## config.mk

```make
export PLATFORM = sky130hd
export DESIGN_NAME = stack_unit_flat
export DESIGN_NICKNAME = d
export VERILOG_FILES = /design/src/rtl/stack_if.sv /design/src/rtl/stack_unit.sv /design/src/flat_wrapper.sv
export SDC_FILE = /design/constraint.sdc
export NUM_CORES = 1
export LEC_CHECK = 0
export CORE_MARGIN = 2
export CORE_UTILIZATION = 30
export CTS_BUF_LIST = sky130_fd_sc_hd__clkbuf_4
export CTS_CLUSTER_DIAMETER = 80
export DETAILED_ROUTE_END_ITERATION = 10
export SYNTH_ARGS = -nofsm -noshare
export SYNTH_HDL_FRONTEND = slang
export SYNTH_SLANG_ARGS = --single-unit
```

## constraint.sdc

```tcl
create_clock -name clk -period 5.4 [get_ports clk]
set_input_delay 0.81 -clock clk [delete_from_list [all_inputs] [get_ports clk]]
set_output_delay 0.81 -clock clk [all_outputs]
set_load 0.005 [all_outputs]
```

## src/rtl/stack_if.sv

```systemverilog
// Command and result bundle between the control FSM and the operand stack.
// The controller drives commands through master; the stack answers through slave.
interface stack_if #(
   parameter int WIDTH = 8,
   parameter int DEPTH = 16
);
   logic                       push;
   logic                       pop;
   logic                       tos;
   logic                       clr;
   logic [WIDTH-1:0]           din;
   logic [WIDTH-1:0]           dout;
   logic                       dout_valid;
   logic [$clog2(DEPTH):0]     count;
   logic                       empty;
   logic                       full;
   logic                       overflow;
   logic                       underflow;

   modport master (
      output push, pop, tos, clr, din,
      input  dout, dout_valid, count, empty, full, overflow, underflow
   );

   modport slave (
      input  push, pop, tos, clr, din,
      output dout, dout_valid, count, empty, full, overflow, underflow
   );
endinterface

```

## src/rtl/stack_unit.sv

```systemverilog
// Operand stack for the stack-based MIPS datapath: push/pop/peek with a
// registered read port, occupancy tracking and sticky overflow/underflow flags.
module stack_unit #(
   parameter int WIDTH = 8,
   parameter int DEPTH = 16
) (
   input  logic    clk,
   input  logic    rst,
   stack_if.slave  bus
);
   localparam int PTR_W = $clog2(DEPTH);
   localparam int CNT_W = PTR_W + 1;

   logic [WIDTH-1:0] mem_q [DEPTH];

   logic [CNT_W-1:0] sp_q, sp_d;
   logic [WIDTH-1:0] dout_q, dout_d;
   logic             dout_valid_q, dout_valid_d;
   logic             overflow_q, overflow_d;
   logic             underflow_q, underflow_d;

   logic             wr_en;
   logic [PTR_W-1:0] wr_addr;
   logic [WIDTH-1:0] wr_data;
   logic [PTR_W-1:0] top_idx;
   logic [WIDTH-1:0] top_word;
   logic             is_empty;
   logic             is_full;
   logic             rd_req;
   logic             pop_ok;

   assign is_empty = (sp_q == '0);
   assign is_full  = (sp_q == CNT_W'(DEPTH));

   // The low pointer bits wrap to 0 when full, so subtracting one still lands on DEPTH-1.
   assign top_idx  = sp_q[PTR_W-1:0] - PTR_W'(1);
   assign top_word = mem_q[top_idx];

   assign rd_req   = bus.pop | bus.tos;
   assign pop_ok   = bus.pop & ~is_empty;

   always_comb begin
      sp_d         = sp_q;
      dout_d       = dout_q;
      dout_valid_d = 1'b0;
      overflow_d   = overflow_q;
      underflow_d  = underflow_q;
      wr_en        = 1'b0;
      wr_addr      = sp_q[PTR_W-1:0];
      wr_data      = bus.din;

      if (bus.clr) begin
         sp_d        = '0;
         overflow_d  = 1'b0;
         underflow_d = 1'b0;
      end else begin
         if (rd_req) begin
            if (is_empty) begin
               underflow_d = 1'b1;
            end else begin
               dout_d       = top_word;
               dout_valid_d = 1'b1;
            end
         end

         // Pop plus push on a live stack swaps the top in place, so it is legal even when full.
         if (pop_ok && bus.push) begin
            wr_en   = 1'b1;
            wr_addr = top_idx;
         end else if (pop_ok) begin
            sp_d = sp_q - CNT_W'(1);
         end else if (bus.push) begin
            if (is_full) begin
               overflow_d = 1'b1;
            end else begin
               wr_en = 1'b1;
               sp_d  = sp_q + CNT_W'(1);
            end
         end
      end
   end

   always_ff @(posedge clk or negedge rst) begin
      if (!rst) begin
         sp_q         <= '0;
         dout_q       <= '0;
         dout_valid_q <= 1'b0;
         overflow_q   <= 1'b0;
         underflow_q  <= 1'b0;
      end else begin
         sp_q         <= sp_d;
         dout_q       <= dout_d;
         dout_valid_q <= dout_valid_d;
         overflow_q   <= overflow_d;
         underflow_q  <= underflow_d;
      end
   end

   // Storage carries no reset; the write is still blocked while reset is held.
   always_ff @(posedge clk) begin
      if (wr_en && rst) begin
         mem_q[wr_addr] <= wr_data;
      end
   end

   assign bus.dout       = dout_q;
   assign bus.dout_valid = dout_valid_q;
   assign bus.count      = sp_q;
   assign bus.empty      = is_empty;
   assign bus.full       = is_full;
   assign bus.overflow   = overflow_q;
   assign bus.underflow  = underflow_q;
endmodule

```

## src/flat_wrapper.sv

```systemverilog
// flat-port wrapper written by rule: the top's interface ports become plain ports
module stack_unit_flat 
#(
   parameter int WIDTH = 8,
   parameter int DEPTH = 16
)
  (clk, rst, bus_push, bus_pop, bus_tos, bus_clr, bus_din, bus_dout, bus_dout_valid, bus_count, bus_empty, bus_full, bus_overflow, bus_underflow);
  stack_if #(.WIDTH(WIDTH), .DEPTH(DEPTH)) bus_i ();
  input  logic clk;
  input  logic rst;
  input wire logic [$bits(bus_i.push)-1:0] bus_push;
  input wire logic [$bits(bus_i.pop)-1:0] bus_pop;
  input wire logic [$bits(bus_i.tos)-1:0] bus_tos;
  input wire logic [$bits(bus_i.clr)-1:0] bus_clr;
  input wire logic [$bits(bus_i.din)-1:0] bus_din;
  output wire logic [$bits(bus_i.dout)-1:0] bus_dout;
  output wire logic [$bits(bus_i.dout_valid)-1:0] bus_dout_valid;
  output wire logic [$bits(bus_i.count)-1:0] bus_count;
  output wire logic [$bits(bus_i.empty)-1:0] bus_empty;
  output wire logic [$bits(bus_i.full)-1:0] bus_full;
  output wire logic [$bits(bus_i.overflow)-1:0] bus_overflow;
  output wire logic [$bits(bus_i.underflow)-1:0] bus_underflow;
  assign bus_i.push = bus_push;
  assign bus_i.pop = bus_pop;
  assign bus_i.tos = bus_tos;
  assign bus_i.clr = bus_clr;
  assign bus_i.din = bus_din;
  assign bus_dout = bus_i.dout;
  assign bus_dout_valid = bus_i.dout_valid;
  assign bus_count = bus_i.count;
  assign bus_empty = bus_i.empty;
  assign bus_full = bus_i.full;
  assign bus_overflow = bus_i.overflow;
  assign bus_underflow = bus_i.underflow;
  stack_unit #(.WIDTH(WIDTH), .DEPTH(DEPTH)) u_core (.clk(clk), .rst(rst), .bus(bus_i));
endmodule
```

==> summary.md, run 1 <==
| Metric | Value |
|---|---|
| RSZ-0062 raised after global routing | false |
| Largest net degree at the start of global routing | 47 |
| Htree depth | 4 |
| Worst Path Required | 5.56 ns |
| Setup Skew | 0.0175 ns |
| Main synth FF type | edfxtp_1 |
| First-pass GRT wire length | 19,500 microns |
| Detailed Route WL | 12,800 microns |
| Setup_tns | 0 ns |
| Worst-path clk slew | 0.12 ns |
| Placement Rows | 51 |
| CTS tree | done |
| Detailed Routing Iterations Pass 1 | 5 |
| Fill count | 1,880 |
| Initial antenna violation count | 0 |
| Largest area contributor in the netlist | edfxtp_1 |
| Startpoint types | flip-flop |
| Io pins | 32 |
| Total track usage | 12.4% |
| Final hold vios | 0 |
| Post-DR vias/cell | 4.97 |
| Fin crit period | 3.63 ns |
| Max-cap viol count | 0 |
| Synth cell types | 50 |
| Syn_nets | 369 |
| Sequential fraction of the synthesis area | 70.5% |
| Slew at the pin with the worst max-slew slack | 1.30 ns |
| Synth-to-Final Area Change | 13.9% |
| Total number of vias | 3,308 |
| I/O Buffers | 31 |
| Commonest non-fill, non-tap cell in the layout | edfxtp_1 |
| Wire length per cell | 19.2 microns |
| # DRC | 0 |
| Min-delay worst type | flip-flop to flip-flop |
| Critical-path maximum fanout | 10 |
| DRT antenna net count | 0 |
| Share of layout cells above drive strength 1 | 19.5% |
| R2R depth | 7 |
| Ranking of synthesized cells by area | edfxtp_1 64%, mux4_2 12%, dfrtp_1 6.7%, nor2_1 2.1%, inv_1 1.2% |
| Setup CP Type | flip-flop to flip-flop |
| Crit. End Element | flip-flop |
| Iteration-0 DRC count of the detailed router | 226 |
| Status | finished, final reports clean |
| Vias in the first global route | 3,383 |
| Core area | 19,600 sq um |
| CTS Buf Count | 17 |
| Static Leak | 2.16 nW |
| Setup bufs post-CTS | 0 |
| Max-slew violation count | 0 |
| Avg Synthesized Cell Area | 17.1 sq um |
| Final GP Congestion | 0.818 |
| Worst-Skew Late Latency | 0.55 ns |
| PwrDens | 455 nW/um^2 |
| Post-CTS Resized | 0 |
| Most frequent cells in the layout | 128 x edfxtp_1, 34 x nor2_1, 32 x mux4_2, 31 x clkdlybuf4s50_1, 20 x clkbuf_4 |
| Fin crit share | 67.2% |
| Initial Util | 30.7% |
| Final core utilization | 35.0% |
| Slew HR | 12.8% |
| Nets@finish | 404 |
| Max VDD drop | 0.000118 V |
| Overflow after GRT | 0 |
| Hold_buf cts | 0 |
| Cell Area, Synth | 6020 sq um |
| Pwr Total | 3.12 mW |
| Post-synth EDFFs | 128 |
| CTS max path bufs | 2 |
| Number of inserted diodes | 0 |
| Flops & latches, synth | 144 |
| Warnings, synthesis | 0 |
| CTS root buffer | clkbuf_4 |
| Clock sinks | 144 |
| Gate count after technology mapping | 352 |
| Hpwl dp | 8450 microns |
| Die width | 146 microns |
| Setup Viol. Count Final | 0 |
| Critical path data arrival time | 3.78 ns |
| Area share of the largest cell type after synthesis | 63.9% |
| Die H | 146 microns |
| Fmax achieved | 276 MHz |
| Die area | 21,200 sq um |
| Hold depth | 2 |
| Ys async rst share | 11.1% |
-- path summary, 6_finish.rpt --
check                                      from                    to  slack (ns)
max                         u_core.bus.count[1]    u_core.mem_q[2][0]        1.77
min                        u_core.bus.underflow  u_core.bus.underflow        0.51
max reg2reg                 u_core.bus.count[1]    u_core.mem_q[2][0]        1.77
min reg2reg                u_core.bus.underflow  u_core.bus.underflow        0.51
max in group asynchronous                   rst   u_core.bus.count[0]        4.59
min in group asynchronous                   rst    u_core.bus.dout[4]        0.58
-- power breakdown --
| part | internal (mW) | switching [mW] | leakage (nW) |
|---|---|---|---|
| clock | 0.284 | 0.367 | 0.150 |
| sequential | 1.29 | 0.0605 | 1.35 |
| combinational | 0.510 | 0.606 | 0.663 |
-- flip-flops by register name, indices dropped and copies added, names as in the netlist --
signal,count
u_core.bus.count,5
u_core.bus.dout,8
u_core.bus.overflow,1
u_core.bus.dout_valid,1
u_core.mem_q,128
u_core.bus.underflow,1
-- critical path, cell delays in order, from the launching register on --
cell     delay, ns
dfrtp_1       0.51
inv_1         0.23
ha_1          0.28
or4b_4        0.57
nand3_2       0.20
mux2i_1       0.32
a21oi_2       0.13
nor3_1        1.00
-- stage by stage --
stage / worst slack (ns) / hold WS [ns] / instances / cell area (sq um)
2_1_floorplan: 2.02 / 0.486 / 352 / 6020
3_3_place_gp: 1.52 / 0.491 / 633 / 6590
3_5_place_dp: 1.48 / 0.491 / 633 / 6590
4_1_cts: 1.80 / 0.515 / 665 / 6850
5_1_grt: 1.54 / 0.548 / 665 / 6850
6_report: 1.77 / 0.510 / 665 / 6850
-- cell type report --
cell class,instances,area (sq um),share of cell area [%]
Sequential cell,144,4250,61.9
Multi-Input combinational cell,170,1600,23.3
Clock buffer,20,150,2.19
Clock inverter,12,118,1.72
Tap cell,265,332,4.84
Inverter,20,76.3,1.11
Timing Repair Buffer,34,333,4.86
-- Yosys cell counts (5+ instances only) --
cell type and number:
nor3_1 10, edfxtp_1 128, xnor2_1 5, mux4_2 32, nor2b_1 7, a21oi_1 13
o22ai_1 7, a31oi_1 5, nor2_1 34, inv_1 19, nand2_1 8, clkbuf_1 6
dfrtp_1 16, buf_2 8, a221oi_1 7
-- cells by family after synthesis --
group           count (synthesis)  share of synthesized area [%]
flops                         144                           70.5
mux                            34                           12.3
fa+ha+maj                       3                          0.624
xor+xnor                        6                          0.873
simple gates                   76                           6.70
compound gates                 51                           6.07
buf+inv                        38                           2.89
-- per-layer routing --
metal	GRT usage, %	routed length (microns)
met3	3.29	536
met4	4.80	246
met1	14.7	5230
met2	21.7	6780
met5	0	0
(Power assumes the default switching activity.)
==> inputs of run 2 (changes only) <==
==> constraint.sdc (replaced) <==
create_clock -name clk -period 3.75 [get_ports clk]
set_input_delay 0.5625 -clock clk [delete_from_list [all_inputs] [get_ports clk]]
set_output_delay 0.5625 -clock clk [all_outputs]
set_load 0.005 [all_outputs]
==> summary.md, run 2 (synthesized netlist as in run 1, its figures left out) <==
| Metric | Value |
|---|---|
| Setup Viol. Count Final | 0 (unchanged) |
| Clock power frac | 23.6% (was 20.9%) |
| Worst-Skew Late Latency | 0.53 ns (was 0.55 ns) |
| Setup WS post-layout | 0.475 ns (was 1.77 ns) |
| Detailed Routing Iterations Pass 1 | 4 (was 5) |
| Core area | 19,600 sq um (unchanged) |
| Crit. Startpoint | u_core.bus.count[1] (unchanged) |
| Nets@finish | 422 (was 404) |
| Crit. End Element | output pin (was flip-flop) |
| Vias in the first global route | 3,460 (was 3,383) |
| Wire length per cell | 18.7 microns (was 19.2 microns) |
| Worst Path Required | 3.19 ns (was 5.56 ns) |
| Worst-path clk slew | 0.12 ns (about the same) |
| Pre-CTS WS | 0.581 ns (was 1.48 ns) |
| Post-CTS Resized | 0 (unchanged) |
| Clock sinks | 144 (unchanged) |
| Largest net degree at the start of global routing | 28 (was 47) |
| Initial antenna violation count | 0 (unchanged) |
| Critical-path maximum fanout | 10 (unchanged) |
| Die width | 146 microns (unchanged) |
| Hpwl dp | 8340 microns (was 8450 microns) |
| Max reg flops | 128 (unchanged) |
| Die H | 146 microns (unchanged) |
| Final hold vios | 0 (unchanged) |
| Final GP Congestion | 0.802 (was 0.818) |
| # DRC | 0 (unchanged) |
| Slew at the pin with the worst max-slew slack | 0.771 ns (was 1.30 ns) |
| Max VDD drop | 0.000235 V (was 0.000118 V) |
| Commonest non-fill, non-tap cell in the layout | edfxtp_1 (unchanged) |
| DRT antenna net count | 0 (unchanged) |
| Hold_buf cts | 0 (unchanged) |
| Startpoint types | flip-flop (unchanged) |
| Iteration-0 DRC count of the detailed router | 251 (was 226) |
| Slew HR | 48.6% (was 12.8%) |
| Most frequent cells in the layout | 128 x edfxtp_1, 34 x nor2_1, 32 x mux4_2, 31 x clkdlybuf4s50_1, 21 x buf_4 (was 128 x edfxtp_1, 34 x nor2_1, 32 x mux4_2, 31 x clkdlybuf4s50_1, 20 x clkbuf_4) |
| Die area | 21,200 sq um (unchanged) |
| Htree depth | 4 (unchanged) |
| Fin crit period | 3.28 ns |
| First-pass GRT wire length | 19,700 microns (was 19,500 microns) |
| CTS tree | done (unchanged) |
| Setup CP Type | flip-flop to output pin (was flip-flop to flip-flop) |
| Switch Pwr | 1.51 mW (was 1.03 mW) |
| Overflow after GRT | 0 (unchanged) |
| Largest register by flop count | u_core.mem_q (unchanged) |
| Share of layout cells above drive strength 1 | 23.2% (was 19.5%) |
| Placement Rows | 51 (unchanged) |
| Static Leak | 2.28 nW (was 2.16 nW) |
| CTS max path bufs | 2 (unchanged) |
| Critical path data arrival time | 2.71 ns (was 3.78 ns) |
| Setup Skew | 0.0161 ns (was 0.0175 ns) |
| I/O Buffers | 31 (unchanged) |
| Setup_tns | 0 ns (unchanged) |
| Total track usage | 12.5% (was 12.4%) |
| CTS Buf Count | 17 (unchanged) |
| Setup bufs post-CTS | 0 (unchanged) |
| Fill count | 1,885 (was 1,880) |
| Io pins | 32 (unchanged) |
| Combinational share of power | 34.7% (was 35.8%) |
| Reg power frac | 41.7% (was 43.3%) |
| Max-slew violation count | 0 (unchanged) |
| Switching Share | 32.4% (was 33.2%) |
| Synth-to-Final Area Change | 17.2% (was 13.9%) |
| Post-DR vias/cell | 4.80 (was 4.97) |
| RSZ-0062 raised after global routing | false (unchanged) |
| Fmax achieved | 305 MHz |
| Detailed Route WL | 12,700 microns (was 12,800 microns) |
| PwrDens | 661 nW/um^2 (was 455 nW/um^2) |
| Total number of vias | 3,277 (was 3,308) |
| Number of inserted diodes | 0 (unchanged) |
| Int Pwr | 3.15 mW (was 2.08 mW) |
| Max-cap viol count | 0 (unchanged) |
| Status | finished, final reports clean (unchanged) |
| CTS root buffer | clkbuf_4 (unchanged) |
| Initial Util | 30.7% (unchanged) |
| Min-delay worst type | input pin to asynchronous set/reset pin (was flip-flop to flip-flop) |
| Worst r2r src | u_core.bus.count[1] (unchanged) |
| Fin crit share | 87.3% |
## run 2: metal layers
layer | wire (microns) | track usage, %
met3 | 801 | 3.29
met2 | 6450 | 20.7
met1 | 5390 | 15.9
met4 | 97 | 4.80
met5 | 0 | 0
## run 2: stage by stage
step | hold slack [ns] | cells | area (sq um) | total power [mW] | util (%)
floorplan | 0.267 | 352 | 6020 | 3.08 | -
global placement | 0.493 | 651 | 6720 | 3.59 | 34.3
detailed placement | 0.520 | 651 | 6720 | 3.61 | 34.3
CTS | 0.425 | 683 | 7050 | 4.71 | 36.0
global route | 0.447 | 683 | 7050 | 4.92 | 36.0
finish | 0.480 | 683 | 7050 | 4.66 | 36.0
## run 2: worst paths after layout
kind / slack (ns) / depth (start not counted) / to
worst min-delay path: 0.48 / 2 / u_core.bus.dout_valid
worst max-delay path: 0.47 / 5 / bus_empty
worst max register to register: 0.74 / 7 / u_core.mem_q[5][5]
max in group asynchronous: 3.06 / 2 / u_core.bus.count[0]
min in group clk: 0.53 / 2 / u_core.bus.underflow
worst min register to register: 0.53 / 2 / u_core.bus.underflow
## run 2: power groups by stage
stage	Sequential, mW	Clock, mW	Combinational [mW]
after detailed placement	1.98	0	1.63
after global placement	1.97	0	1.62
after CTS	1.94	1.13	1.64
after floorplan	1.94	0	1.14
final	1.94	1.10	1.62
after global routing	1.96	1.19	1.77
## run 2: cell type report
cell class	instances	area [sq um]	share of cell area (%)
Sequential cell	144	4250	60.2
Multi-Input combinational cell	170	1600	22.7
Timing Repair Buffer	52	468	6.64
Tap cell	265	332	4.70
Clock inverter	13	188	2.66
Clock buffer	19	143	2.02
Inverter	20	76.3	1.08
## run 2: critical path, cell delays in order (launching register included)
cell and delay, ns:
dfrtp_1 0.52, inv_1 0.24, ha_1 0.24, or4b_4 0.56
clkinv_2 0.12, clkdlybuf4s50_1 0.51
==> inputs of run 3 (changes only) <==
--- a/config.mk
+++ b/config.mk
@@ -7,7 +7,7 @@
 export LEC_CHECK = 0
 export CORE_MARGIN = 2
 export CORE_UTILIZATION = 30
-export CTS_BUF_LIST = sky130_fd_sc_hd__clkbuf_4
+export CTS_BUF_LIST = sky130_fd_sc_hd__clkbuf_16
 export CTS_CLUSTER_DIAMETER = 80
 export DETAILED_ROUTE_END_ITERATION = 10
 export SYNTH_ARGS = -nofsm -noshare
==> summary.md, run 3 (synthesized netlist as in run 1, its figures left out) <==
| Metric | Value |
|---|---|
| Status | finished, final reports clean (unchanged) |
| Worst-path cell chain | inv_1 > ha_1 > or4b_4 > clkinv_2 > clkdlybuf4s50_1 (unchanged) |
| Post-CTS Resized | 0 (unchanged) |
| # DRC | 0 (unchanged) |
| Initial Util | 30.7% (unchanged) |
| CTS tree | done (unchanged) |
| Final Cell Area | 7330 sq um (was 7050 sq um) |
| Setup bufs post-CTS | 0 (unchanged) |
| Switching Share | 30.6% (was 32.4%) |
| Iteration-0 DRC count of the detailed router | 338 (was 251) |
| Final hold vios | 0 (unchanged) |
| Setup CP Type | flip-flop to output pin (unchanged) |
| Top delay family on crit path | buffers and inverters (unchanged) |
| Multi-input logic area | 1600 sq um (unchanged) |
| Placed cell area | 6720 sq um (unchanged) |
| Reg power frac | 37.1% (was 41.7%) |
| CTS root buffer | clkbuf_16 (was clkbuf_4) |
| Clock sinks | 144 (unchanged) |
| Max VDD drop | 0.000347 V (was 0.000235 V) |
| Core area | 19,600 sq um (unchanged) |
| Int Pwr | 3.64 mW (was 3.15 mW) |
| Overflow after GRT | 0 (unchanged) |
| Clock power frac | 31.9% (was 23.6%) |
| Max-cap viol count | 0 (unchanged) |
| Final Hold Slack | 0.521 ns (was 0.480 ns) |
| Worst-path clk slew | 0.06 ns (was 0.12 ns) |
| Critical-path maximum fanout | 10 (unchanged) |
| Detailed Route WL | 12,900 microns (was 12,700 microns) |
| Fin crit period | 3.15 ns (was 3.28 ns) |
| Worst-Skew Late Latency | 0.41 ns (was 0.53 ns) |
| Fill count | 1,836 (was 1,885) |
| Slew HR | 46.4% (was 48.6%) |
| CTS Buf Count | 17 (unchanged) |
| Die H | 146 microns (unchanged) |
| FF/Latch Area | 4250 sq um (unchanged) |
| Commonest non-fill, non-tap cell in the layout | edfxtp_1 (unchanged) |
| Crit. End Element | output pin (unchanged) |
| Post-route insts no fill | 683 (unchanged) |
| Most frequent cells in the layout | 128 x edfxtp_1, 34 x nor2_1, 32 x mux4_2, 31 x clkdlybuf4s50_1 (was 128 x edfxtp_1, 34 x nor2_1, 32 x mux4_2, 31 x clkdlybuf4s50_1, 21 x buf_4) |
| Post-Place Cells | 651 (unchanged) |
| Static Leak | 2.41 nW (was 2.28 nW) |
| Worst Path Required | 3.19 ns (about the same) |
| Min-delay worst type | flip-flop to flip-flop (was input pin to asynchronous set/reset pin) |
| Critical path buffer and inverter count | 3 (unchanged) |
| Hold_buf cts | 0 (unchanged) |
| Switch Pwr | 1.60 mW (was 1.51 mW) |
| Vias in the first global route | 3,472 (was 3,460) |
| First-pass GRT wire length | 19,900 microns (was 19,700 microns) |
| Setup_tns | 0 ns (unchanged) |
| Combinational share of power | 31.0% (was 34.7%) |
| Htree depth | 4 (unchanged) |
| Final core utilization | 37.4% (was 36.0%) |
| Io pins | 32 (unchanged) |
| Setup Viol. Count Final | 0 (unchanged) |
| Initial antenna violation count | 0 (unchanged) |
| Post-DR vias/cell | 4.93 (was 4.80) |
| Total number of vias | 3,366 (was 3,277) |
| Setup Skew | 0.00536 ns (was 0.0161 ns) |
| CTS max path bufs | 2 (unchanged) |
| Synth-to-Final Area Change | 21.8% (was 17.2%) |
| Die width | 146 microns (unchanged) |
| Largest register by flop count | u_core.mem_q (unchanged) |
| Max-slew violation count | 0 (unchanged) |
| Nets@finish | 422 (unchanged) |
| Slew at the pin with the worst max-slew slack | 0.803 ns (was 0.771 ns) |
| Wire length per cell | 18.9 microns (was 18.7 microns) |
| Share of layout cells above drive strength 1 | 22.7% (was 23.2%) |
| Worst path slowest cell | or4b_4 (unchanged) |
| I/O Buffers | 31 (unchanged) |
| Placement Rows | 51 (unchanged) |
| DRT antenna net count | 0 (unchanged) |
| Detailed Routing Iterations Pass 1 | 4 (unchanged) |
| Hpwl dp | 8340 microns (unchanged) |
| Max reg flops | 128 (unchanged) |
| Fin crit share | 84.0% (was 87.3%) |
| PwrDens | 716 nW/um^2 (was 661 nW/um^2) |
| Slowest cell delay on critical path | 0.56 ns (about the same) |
| Die area | 21,200 sq um (unchanged) |
| Number of inserted diodes | 0 (unchanged) |
| Final GP Congestion | 0.802 (unchanged) |
| Fmax achieved | 317 MHz (was 305 MHz) |
| RSZ-0062 raised after global routing | false (unchanged) |
| Largest net degree at the start of global routing | 28 (unchanged) |
| Total track usage | 12.6% (was 12.5%) |
| Critical path data arrival time | 2.59 ns (was 2.71 ns) |
| Startpoint types | flip-flop (unchanged) |
[run 3: cell types whose count changed in the layout (fill, tap and decap cells not counted)]
cell / previous run / this run
clkbuf_16: 0 / 20
clkbuf_4: 19 / 0
bufinv_16: 4 / 1
inv_1: 19 / 21
[run 3: worst reg2reg max path, cell delays in order, from the launching register on]
cell     delay [ns]
dfrtp_1        0.50
inv_1          0.24
ha_1           0.24
or4b_4         0.56
nand4_4        0.10
xnor2_1        0.08
a211o_1        0.34
nor2_1         0.61
[run 3: worst paths after layout]
path	endpoint	slack (ns)	depth (start not counted)	from
min reg2reg	u_core.bus.underflow	0.52	2	u_core.bus.underflow
min	u_core.bus.underflow	0.52	2	u_core.bus.underflow
min in group asynchronous	u_core.bus.dout[4]	0.61	2	rst
max reg2reg	u_core.mem_q[5][2]	0.70	7	u_core.bus.count[1]
max in group asynchronous	u_core.bus.count[0]	2.93	2	rst
max	bus_empty	0.60	5	u_core.bus.count[1]
[run 3: area by class of cell]
type / count / area share (%)
Clock inverter: 12 / 1.43
Timing Repair Buffer: 52 / 6.39
Multi-Input combinational cell: 170 / 21.8
Inverter: 20 / 1.04
Sequential cell: 144 / 58.0
Tap cell: 265 / 4.53
Clock buffer: 20 / 6.83
[run 3: stage by stage]
step,setup slack (ns),total power [mW]
2_1_floorplan,0.374,3.08
3_3_place_gp,0.600,3.59
3_5_place_dp,0.581,3.61
4_1_cts,0.594,5.29
5_1_grt,0.533,5.51
6_report,0.599,5.24
[run 3: power groups by stage]
stage	Clock [mW]	Combinational [mW]	Sequential, mW
2_1_floorplan	0	1.14	1.94
3_3_place_gp	0	1.62	1.97
3_5_place_dp	0	1.63	1.98
4_1_cts	1.70	1.64	1.95
5_1_grt	1.77	1.77	1.96
6_report	1.67	1.62	1.95
[run 3: routing by layer]
| metal | track usage (%) | part of all wire, % |
|---|---|---|
| met4 | 5.39 | 2.1 |
| met1 | 16.4 | 44 |
| met2 | 20.3 | 49 |
| met5 | 0 | 0 |
| met3 | 3.13 | 4.7 |
